[src/rtl/alu_pkg.sv]
// Shared definitions for the ALU share controller: opcodes and FSM states.
package alu_pkg;

  localparam logic [1:0] OP_ADD = 2'b00;
  localparam logic [1:0] OP_SUB = 2'b01;
  localparam logic [1:0] OP_AND = 2'b10;
  localparam logic [1:0] OP_OR  = 2'b11;

  typedef enum logic [1:0] {
    ST_IDLE = 2'b00,
    ST_EXEC = 2'b01,
    ST_RESP = 2'b10
  } state_t;

  // True for opcodes whose overflow flag is meaningful.
  function automatic logic op_is_arith(input logic [1:0] op);
    return (op == OP_ADD) || (op == OP_SUB);
  endfunction

endpackage

[src/rtl/alu_dut.sv]
// Combinational N-bit ALU: add, sub, AND, OR with signed overflow.
module alu_dut
  import alu_pkg::*;
#(
  parameter int data_width = 16
) (
  input  logic [data_width-1:0] i_a,
  input  logic [data_width-1:0] i_b,
  input  logic [1:0]            i_op,
  output logic [data_width-1:0] o_r,
  output logic                  o_ov
);

  localparam int MSB = data_width - 1;

  // Result and two's-complement overflow for the selected operation.
  always_comb begin
    o_r  = '0;
    o_ov = 1'b0;
    case (i_op)
      OP_ADD: begin
        o_r  = i_a + i_b;
        o_ov = (i_a[MSB] == i_b[MSB]) && (o_r[MSB] != i_a[MSB]);
      end
      OP_SUB: begin
        o_r  = i_a - i_b;
        o_ov = (i_a[MSB] != i_b[MSB]) && (o_r[MSB] != i_a[MSB]);
      end
      OP_AND: begin
        o_r  = i_a & i_b;
        o_ov = 1'b0;
      end
      OP_OR: begin
        o_r  = i_a | i_b;
        o_ov = 1'b0;
      end
      default: begin
        o_r  = '0;
        o_ov = 1'b0;
      end
    endcase
  end

endmodule

[src/rtl/rr_pick.sv]
// Round-robin picker: first valid bit at or above the pointer, wrapping.
module rr_pick #(
  parameter int NUM_REQ = 4,
  parameter int ID_W    = 2
) (
  input  logic [NUM_REQ-1:0] i_valid,
  input  logic [ID_W-1:0]    i_ptr,
  output logic [NUM_REQ-1:0] o_gnt,
  output logic [ID_W-1:0]    o_idx,
  output logic               o_any
);

  // Distance from the pointer is computed per requester so every vector
  // index stays a loop constant; the smallest distance among valid bits wins.
  logic [ID_W:0] w_best;
  logic [ID_W:0] w_dist;

  // Select the valid requester closest to the pointer (modulo NUM_REQ).
  always_comb begin
    w_best = (ID_W+1)'(NUM_REQ);
    w_dist = '0;
    o_idx  = '0;
    o_any  = 1'b0;
    for (int i = 0; i < NUM_REQ; i++) begin
      if ((ID_W+1)'(i) >= {1'b0, i_ptr}) begin
        w_dist = (ID_W+1)'(i) - {1'b0, i_ptr};
      end else begin
        w_dist = (ID_W+1)'(i) + (ID_W+1)'(NUM_REQ) - {1'b0, i_ptr};
      end
      if (i_valid[i] && (w_dist < w_best)) begin
        w_best = w_dist;
        o_idx  = ID_W'(i);
        o_any  = 1'b1;
      end else begin
        w_best = w_best;
      end
    end
  end

  // Expand the winning index into a one-hot grant vector.
  always_comb begin
    o_gnt = '0;
    for (int i = 0; i < NUM_REQ; i++) begin
      if (o_any && (o_idx == ID_W'(i))) begin
        o_gnt[i] = 1'b1;
      end else begin
        o_gnt[i] = 1'b0;
      end
    end
  end

endmodule

[src/rtl/alu_share_ctrl.sv]
// Round-robin controller sharing one ALU between NUM_REQ requesters.
module alu_share_ctrl
  import alu_pkg::*;
#(
  parameter int DATA_WIDTH = 16,
  parameter int NUM_REQ    = 4,
  parameter int ID_W       = 2
) (
  input  logic                          clk,
  input  logic                          rst_n,
  input  logic [NUM_REQ-1:0]            req_valid,
  output logic [NUM_REQ-1:0]            req_ready,
  input  logic [NUM_REQ*DATA_WIDTH-1:0] req_a,
  input  logic [NUM_REQ*DATA_WIDTH-1:0] req_b,
  input  logic [2*NUM_REQ-1:0]          req_op,
  output logic                          rsp_valid,
  input  logic                          rsp_ready,
  output logic [ID_W-1:0]               rsp_id,
  output logic [DATA_WIDTH-1:0]         rsp_r,
  output logic                          rsp_ov,
  output logic                          rsp_sign,
  output logic                          rsp_zero,
  output logic                          busy
);

  state_t                r_state;
  logic [ID_W-1:0]       r_rr_ptr;
  logic [DATA_WIDTH-1:0] r_a;
  logic [DATA_WIDTH-1:0] r_b;
  logic [1:0]            r_op;
  logic [ID_W-1:0]       r_id;
  logic                  r_rsp_valid;
  logic [ID_W-1:0]       r_rsp_id;
  logic [DATA_WIDTH-1:0] r_rsp_r;
  logic                  r_rsp_ov;
  logic                  r_rsp_sign;
  logic                  r_rsp_zero;

  logic [NUM_REQ-1:0]    w_gnt;
  logic [ID_W-1:0]       w_idx;
  logic                  w_any;
  logic [DATA_WIDTH-1:0] w_alu_r;
  logic                  w_alu_ov;
  logic [ID_W-1:0]       w_next_ptr;

  rr_pick #(
    .NUM_REQ (NUM_REQ),
    .ID_W    (ID_W)
  ) u_rr_pick (
    .i_valid (req_valid),
    .i_ptr   (r_rr_ptr),
    .o_gnt   (w_gnt),
    .o_idx   (w_idx),
    .o_any   (w_any)
  );

  alu_dut #(
    .data_width (DATA_WIDTH)
  ) u_alu (
    .i_a  (r_a),
    .i_b  (r_b),
    .i_op (r_op),
    .o_r  (w_alu_r),
    .o_ov (w_alu_ov)
  );

  // Accept strobe exists only while idle and out of reset, so it is
  // one-hot or zero and silent while the datapath is occupied.
  always_comb begin
    if ((r_state == ST_IDLE) && rst_n) begin
      req_ready = w_gnt;
    end else begin
      req_ready = '0;
    end
  end

  // Pointer moves to the requester just after the one last served.
  always_comb begin
    if (r_rsp_id == ID_W'(NUM_REQ - 1)) begin
      w_next_ptr = '0;
    end else begin
      w_next_ptr = r_rsp_id + ID_W'(1);
    end
  end

  // Controller FSM: capture winner, execute, hold response until taken.
  always_ff @(posedge clk or negedge rst_n) begin
    if (!rst_n) begin
      r_state     <= ST_IDLE;
      r_rr_ptr    <= '0;
      r_a         <= '0;
      r_b         <= '0;
      r_op        <= 2'b00;
      r_id        <= '0;
      r_rsp_valid <= 1'b0;
      r_rsp_id    <= '0;
      r_rsp_r     <= '0;
      r_rsp_ov    <= 1'b0;
      r_rsp_sign  <= 1'b0;
      r_rsp_zero  <= 1'b0;
    end else begin
      case (r_state)
        ST_IDLE: begin
          if (w_any) begin
            r_a     <= req_a[w_idx*DATA_WIDTH +: DATA_WIDTH];
            r_b     <= req_b[w_idx*DATA_WIDTH +: DATA_WIDTH];
            r_op    <= req_op[w_idx*2 +: 2];
            r_id    <= w_idx;
            r_state <= ST_EXEC;
          end else begin
            r_state <= ST_IDLE;
          end
        end
        ST_EXEC: begin
          r_rsp_r     <= w_alu_r;
          r_rsp_ov    <= op_is_arith(r_op) ? w_alu_ov : 1'b0;
          r_rsp_sign  <= w_alu_r[DATA_WIDTH-1];
          r_rsp_zero  <= ~|w_alu_r;
          r_rsp_id    <= r_id;
          r_rsp_valid <= 1'b1;
          r_state     <= ST_RESP;
        end
        ST_RESP: begin
          if (rsp_ready) begin
            r_rsp_valid <= 1'b0;
            r_rr_ptr    <= w_next_ptr;
            r_state     <= ST_IDLE;
          end else begin
            r_state     <= ST_RESP;
          end
        end
        default: begin
          r_rsp_valid <= 1'b0;
          r_state     <= ST_IDLE;
        end
      endcase
    end
  end

  assign rsp_valid = r_rsp_valid;
  assign rsp_id    = r_rsp_id;
  assign rsp_r     = r_rsp_r;
  assign rsp_ov    = r_rsp_ov;
  assign rsp_sign  = r_rsp_sign;
  assign rsp_zero  = r_rsp_zero;
  assign busy      = (r_state != ST_IDLE);

endmodule

[config.mk]
export PLATFORM = sky130hd
export DESIGN_NAME = alu_share_ctrl
export DESIGN_NICKNAME = d
export VERILOG_FILES = /design/src/rtl/alu_pkg.sv /design/src/rtl/alu_dut.sv /design/src/rtl/rr_pick.sv /design/src/rtl/alu_share_ctrl.sv
export SDC_FILE = /design/constraint.sdc
export NUM_CORES = 1
export LEC_CHECK = 0
export ABC_AREA = 1
export CAP_MARGIN = 5
export CORE_ASPECT_RATIO = 1.75
export CORE_UTILIZATION = 45
export DETAILED_ROUTE_END_ITERATION = 8
export PLACE_DENSITY = 0.78
export SYNTH_ARGS = -nofsm -noshare
export SYNTH_HDL_FRONTEND = slang
export SYNTH_SLANG_ARGS = --single-unit
[constraint.sdc]
create_clock -name clk -period 4.5 [get_ports clk]
set_input_delay 0.675 -clock clk [delete_from_list [all_inputs] [get_ports clk]]
set_output_delay 0.675 -clock clk [all_outputs]
set_load 0.005 [all_outputs]
After elaboration in Yosys (flattened, before gate mapping). Index checks and enable logic that the tools add are counted.

Add/subtract/negate cells: 10. Magnitude comparators: 7. Equality and inequality tests: 14. Shift-type cells: 3. Mux-type cells: 27. Bitwise operators: 3. Reduce and logical (&&, ||, !) cells: 22.

Operators by type and width (number): 64-bit by 7-bit variable part select with 16-bit output (2); 16-bit one-hot mux with 4 select lines (1); 3-bit 2-to-1 mux (6); 16-bit adder (1); 16-bit AND (1); 16-bit OR (1); 16-bit OR reduction (1); 16-bit subtractor (1); 2-bit == test (second input constant) (6); 1-bit 2-to-1 mux (12); 1-bit logical AND (11); 3-bit less-than comparator (3); 3-bit by 2-bit subtractor with 3-bit output (first input constant) (3); 2-bit 2-to-1 mux (4); 8-bit by 4-bit variable part select with 2-bit output (1); 2-bit by 1-bit == test with 1-bit output (second input constant) (3); 2-bit zero test (3); 1-bit one-hot mux with 3 select lines (2); 2-bit one-hot mux with 3 select lines (1); 2-bit AND reduction (3); 1-bit by 2-bit subtractor with 3-bit output (first input constant) (2); 2-bit by 2-bit subtractor with 3-bit output (first input constant) (2); 1-bit by 2-bit >= comparator with 1-bit output (first input constant) (2); 4-bit 2-to-1 mux (1); other kinds (11) (13).

Flip-flop bits (word level): 62. Input bits: 143. Output and inout bits: 27. Logic and storage cells: 98.

Depth between registers and ports, before layout.
Word-level depth: 18. Mapped depth: 29. Gate-level depth less buffers: 26.

Cells and area by module. From an unflattened synthesis, not the netlist that was laid out.

Cell total of the unflattened synthesis: 1154. Area, all modules: 6909.1 um^2.

By module, submodules not included: alu_share_ctrl (instances 1, cells each 593, area each 3822.4 um^2, seq. area each 1526.5 um^2); alu_dut (instances 1, cells each 504, area each 2736.4 um^2, seq. area each 0.0 um^2); rr_pick (instances 1, cells each 57, area each 350.3 um^2, seq. area each 0.0 um^2).

Worst setup path before layout. OpenSTA, ideal clock, no wires.

Path kind: flip-flop to output port. From: reg r_rr_ptr[1]. To: out req_ready[0]. Data arrival time: 3889 ps. Data required time: 3825 ps. Slack: -64 ps. Stages on the path, launching flop included: 28. Path buffers: 4. Cell sequence: dfrtp_1 inv_1 ha_1 nand2_1 inv_1 ha_1 nand2_1 nand2_2 inv_2 buf_1 a21oi_1 ha_1 nand2_1 inv_1 nand2_1 nand2_1 buf_6 clkbuf_1 o21ai_0 ha_1 nand3_4 nand3_4 nand2_2 nand2_4 nand2_2 buf_4 nand2_1 nor3_1.

Word-level cells in the longest chain between the ends: 18. Elaborated cells on any way between the ends: 35. Classes of those cells: add/sub: 7; order compare: 7; mux: 15; reduce/logical: 6.

Ends and longest elaborated chain: start: declaration (RTL line alu_share_ctrl.sv:27) `logic [ID_W-1:0] r_rr_ptr;`; start signal: assignment (RTL line alu_share_ctrl.sv:126) `r_rr_ptr <= w_next_ptr;`; 3-bit by 2-bit subtractor with 3-bit output, or another cell as far along (RTL line rr_pick.sv:28) `w_dist = (ID_W+1)'(i) + (ID_W+1)'(NUM_REQ) - {1'b0, i_ptr};`; 3-bit 2-to-1 mux (RTL line rr_pick.sv:25) `if ((ID_W+1)'(i) >= {1'b0, i_ptr}) begin`; 3-bit less-than comparator (RTL line rr_pick.sv:30) `if (i_valid[i] && (w_dist < w_best)) begin`; 1-bit logical AND (RTL line rr_pick.sv:30); 3-bit 2-to-1 mux (RTL line rr_pick.sv:30); 3-bit less-than comparator (RTL line rr_pick.sv:30); 1-bit logical AND (RTL line rr_pick.sv:30); 3-bit 2-to-1 mux (RTL line rr_pick.sv:30); [... 2 more ...]; 3-bit 2-to-1 mux (RTL line rr_pick.sv:30); 3-bit less-than comparator (RTL line rr_pick.sv:30); 1-bit logical AND (RTL line rr_pick.sv:30); 2-bit 2-to-1 mux (RTL line rr_pick.sv:30); 2-bit zero test (RTL line rr_pick.sv:44) `if (o_any && (o_idx == ID_W'(i))) begin`; 1-bit logical AND (*) (RTL line rr_pick.sv:44); 1-bit 2-to-1 mux (*) (RTL line rr_pick.sv:44); 4-bit 2-to-1 mux (*) (RTL line alu_share_ctrl.sv:70) `if ((r_state == ST_IDLE) && rst_n) begin`; end: declaration (RTL line alu_share_ctrl.sv:12) `output logic [NUM_REQ-1:0] req_ready,`.

Mark *: on every way between the ends. The rest lies on a longest branch, timed or not.

Worst setup path in the final report. Ends and elaborated chain as after synthesis.

==> qor.csv <==
metric,value,unit
holdBufCountCts,0,
critPathSlowestCell,dfrtp_1,
clock-root-buffer,clkbuf_16,
whs,0.473,ns
power.share.clock,9.5,%
antenna_found_initial,0,
synth_xor_area_share,0.557,%
track_usage,29.4,%
die_x,91.4,um
final_area,8550,um^2
cts_tree,done,
worstPathMaxFanout,4,
finalCritPeriodShare,95.2,%
dpl_cell_area,8110,um^2
switchingPower,4100,uW
n_fill_cell,1285,
overflow,0,
worst_skew_pair.late_latency,0.34,ns
yosys_warnings,0,
status,"complete, no violations",
drc,0,
clockBufferDepth,2,
final_common_cell,nand2_1,
cellPowerDensity,862,nW/um^2
path_delay_family,simple AND/OR/NAND/NOR gates,
crit_path_end_kind,primary output,
via_per_inst,5.45,
postRouteAntennaNets,0,
clock_sinks,61,
path_buf_inv,4,
grt_pass1_wl,33700,um
ys_ff_latch,61,
drive_gt1_share,7.47,%
synthAdderAreaFrac,11.6,%
ios,170,
synth-simple-area-share,42.2,%
core,13500,um^2
io_buffers,169,
fin_crit,4.28,ns
seqPwrFrac,15.2,%
globalplace.congestion,0.960,
ys_seq_area_share,24.3,%
critPathLaunch,r_rr_ptr[1],
finalMaxSlewViolations,0,
skew,0.0126,ns
grt_max_degree,65,
fmax,233,MHz
p_int,3270,uW
setup_viol,0,
dpl.hpwl,16600,um
maxSlewHeadroom,33.9,%
synth_top_family_by_area,simple AND/OR/NAND/NOR gates,
worst_path_most_repeated_cell,nand2_4,
hp-start,rsp_r[5],
synth.net_count,1200,
slowest_delay,0.40,ns
grt_pass1_vias,7046,
ir_worst_vdd,0.482,mV
crit_arrival,3.61,ns
drt_iter0_markers,372,
min_path_type,flip-flop to flip-flop,
initial_core_util,46.5,%
area_growth,36.0,%
hold_violations,0,
final_nets,1360,
r2r-start,r_rr_ptr[1],
ys_types,36,
synth_area,6290,um^2
worst-setup-path-type,flip-flop to primary output,
antenna_cells,0,
vias,7304,
tightest_slew,0.987,ns
synthMuxAreaShare,0,%
clk_pin_slew,0.05,ns
htreeDepth,3,
synth.avg_cell_area,6.29,um^2
p_comb_share,75.3,%
maxCapViolCount,0,
start_kind,flip-flop,
swShare,55.6,%
design.die.area,14500,um^2
synth-compound-area-share,10.5,%
numCtsBuffers,9,
fp.dieH,158,um
p_leak,0.00426,uW
row_count,56,
wire_per_inst,15.8,um
wirelength,21200,um
final_cell_mix,"nand2_1 (251), clkdlybuf4s50_1 (163), nor2_1 (119)",
dr.pass1.iters,7,
cp.required,3.83,ns
syn_inst,1000,
[worst paths after layout]
| kind | cells past startpoint | slack, ns | end |
|---|---|---|---|
| worst max-delay path | 26 | 0.22 | req_ready[0] |
| worst max register to register | 26 | 0.58 | r_b[10] |
| max in group asynchronous | 2 | 3.42 | r_b[0] |
| worst min-delay path | 2 | 0.47 | rsp_r[5] |
| worst min register to register | 2 | 0.47 | rsp_r[5] |
| min in group asynchronous | 2 | 0.58 | rsp_ov |
[cells in the mapped netlist]
master / n / share of area, %
o21ai_1: 2 / 0.16
nand3_1: 100 / 8.0
ha_1: 55 / 11
nor3_1: 8 / 0.64
dfrtp_1: 61 / 24
fa_1: 2 / 0.64
clkbuf_1: 31 / 1.8
nor2_1: 123 / 7.3
a41oi_1: 1 / 0.14
o211ai_1: 2 / 0.24
buf_6: 5 / 0.89
xor2_1: 4 / 0.56
nor4_1: 1 / 0.10
nand2_4: 1 / 0.18
nand4_1: 87 / 8.7
buf_1: 4 / 0.24
a211oi_1: 2 / 0.24
o31ai_1: 1 / 0.12
a21oi_1: 35 / 2.8
o21bai_1: 4 / 0.48
a21o_1: 2 / 0.24
o2111ai_1: 1 / 0.14
o2bb2ai_1: 1 / 0.14
buf_2: 11 / 0.88
nand3_4: 2 / 0.56
buf_4: 5 / 0.60
o21ai_2: 1 / 0.14
inv_1: 104 / 6.2
nand3b_1: 6 / 0.72
o21ai_0: 69 / 5.5
o22ai_1: 1 / 0.10
o21a_1: 1 / 0.12
inv_2: 3 / 0.18
or2_2: 4 / 0.40
nand2_2: 5 / 0.50
nand2_1: 255 / 15
[routing by layer]
| layer | global-route usage [%] | part of all wire, % | wire length [um] |
|---|---|---|---|
| met4 | 15.9 | 4.6 | 966 |
| met2 | 55.1 | 53 | 11100 |
| met5 | 0 | 0 | 0 |
| met3 | 4.20 | 5.2 | 1100 |
| met1 | 31.5 | 38 | 7950 |
[area by class of cell]
class / count / area (um^2) / area share, %
Clock buffer: 9 / 225 / 2.63
Sequential cell: 61 / 1530 / 17.8
Inverter: 107 / 402 / 4.70
Timing Repair Buffer: 205 / 1950 / 22.8
Multi-Input combinational cell: 776 / 4160 / 48.6
Clock inverter: 7 / 73.8 / 0.863
Tap cell: 174 / 218 / 2.54
[state kept, by name, summed over array words and instances, names as in the netlist]
name       flops
rsp_r         16
rsp_id         2
r_a           16
r_id           2
r_state        2
r_op           2
rsp_valid      1
r_b           16
rsp_zero       1
r_rr_ptr       2
rsp_ov         1
[tightest hold or removal path, stage by stage, from the launching register on]
cell	delay (ns)
dfrtp_1	0.34
nand2_1	0.05
nand2_1	0.05
[power by group through the flow]
stage,Clock [uW],Sequential (uW),Combinational (uW)
3_5_place_dp,0,1120,5290
5_1_grt,731,1150,6190
2_1_floorplan,0,1040,3880
6_report,698,1120,5550
3_3_place_gp,0,1110,5210
4_1_cts,704,1120,5400
[cell families (layout without fill, tap and decap cells)]
kind of cell	Yosys count	after routing
compound gates	123	123
xor+xnor	4	4
fa+ha+maj	57	57
buf+inv	163	328
flops	61	61
simple gates	592	592
[repair_timing]
item                                    CTS  global route
setup buffers                             6             5
cloned                                    0             0
pin swaps                                10            12
resized for setup                        18            12
endpoints found under the setup margin    4             4
[stage by stage]
stage	instances	util (%)	setup TNS (ns)	total power, uW	setup slack [ns]
final	1339	63.3	0	7370	0.216
after global routing	1339	63.3	-0.00498	8080	-0.00498
after CTS	1334	62.7	0	7230	0.0282
after detailed placement	1312	59.9	-0.953	6410	-0.363
after global placement	1312	59.9	-0.616	6320	-0.239
after floorplan	1000	-	0	4910	0.0618
Power figures use the tool's default switching activity.
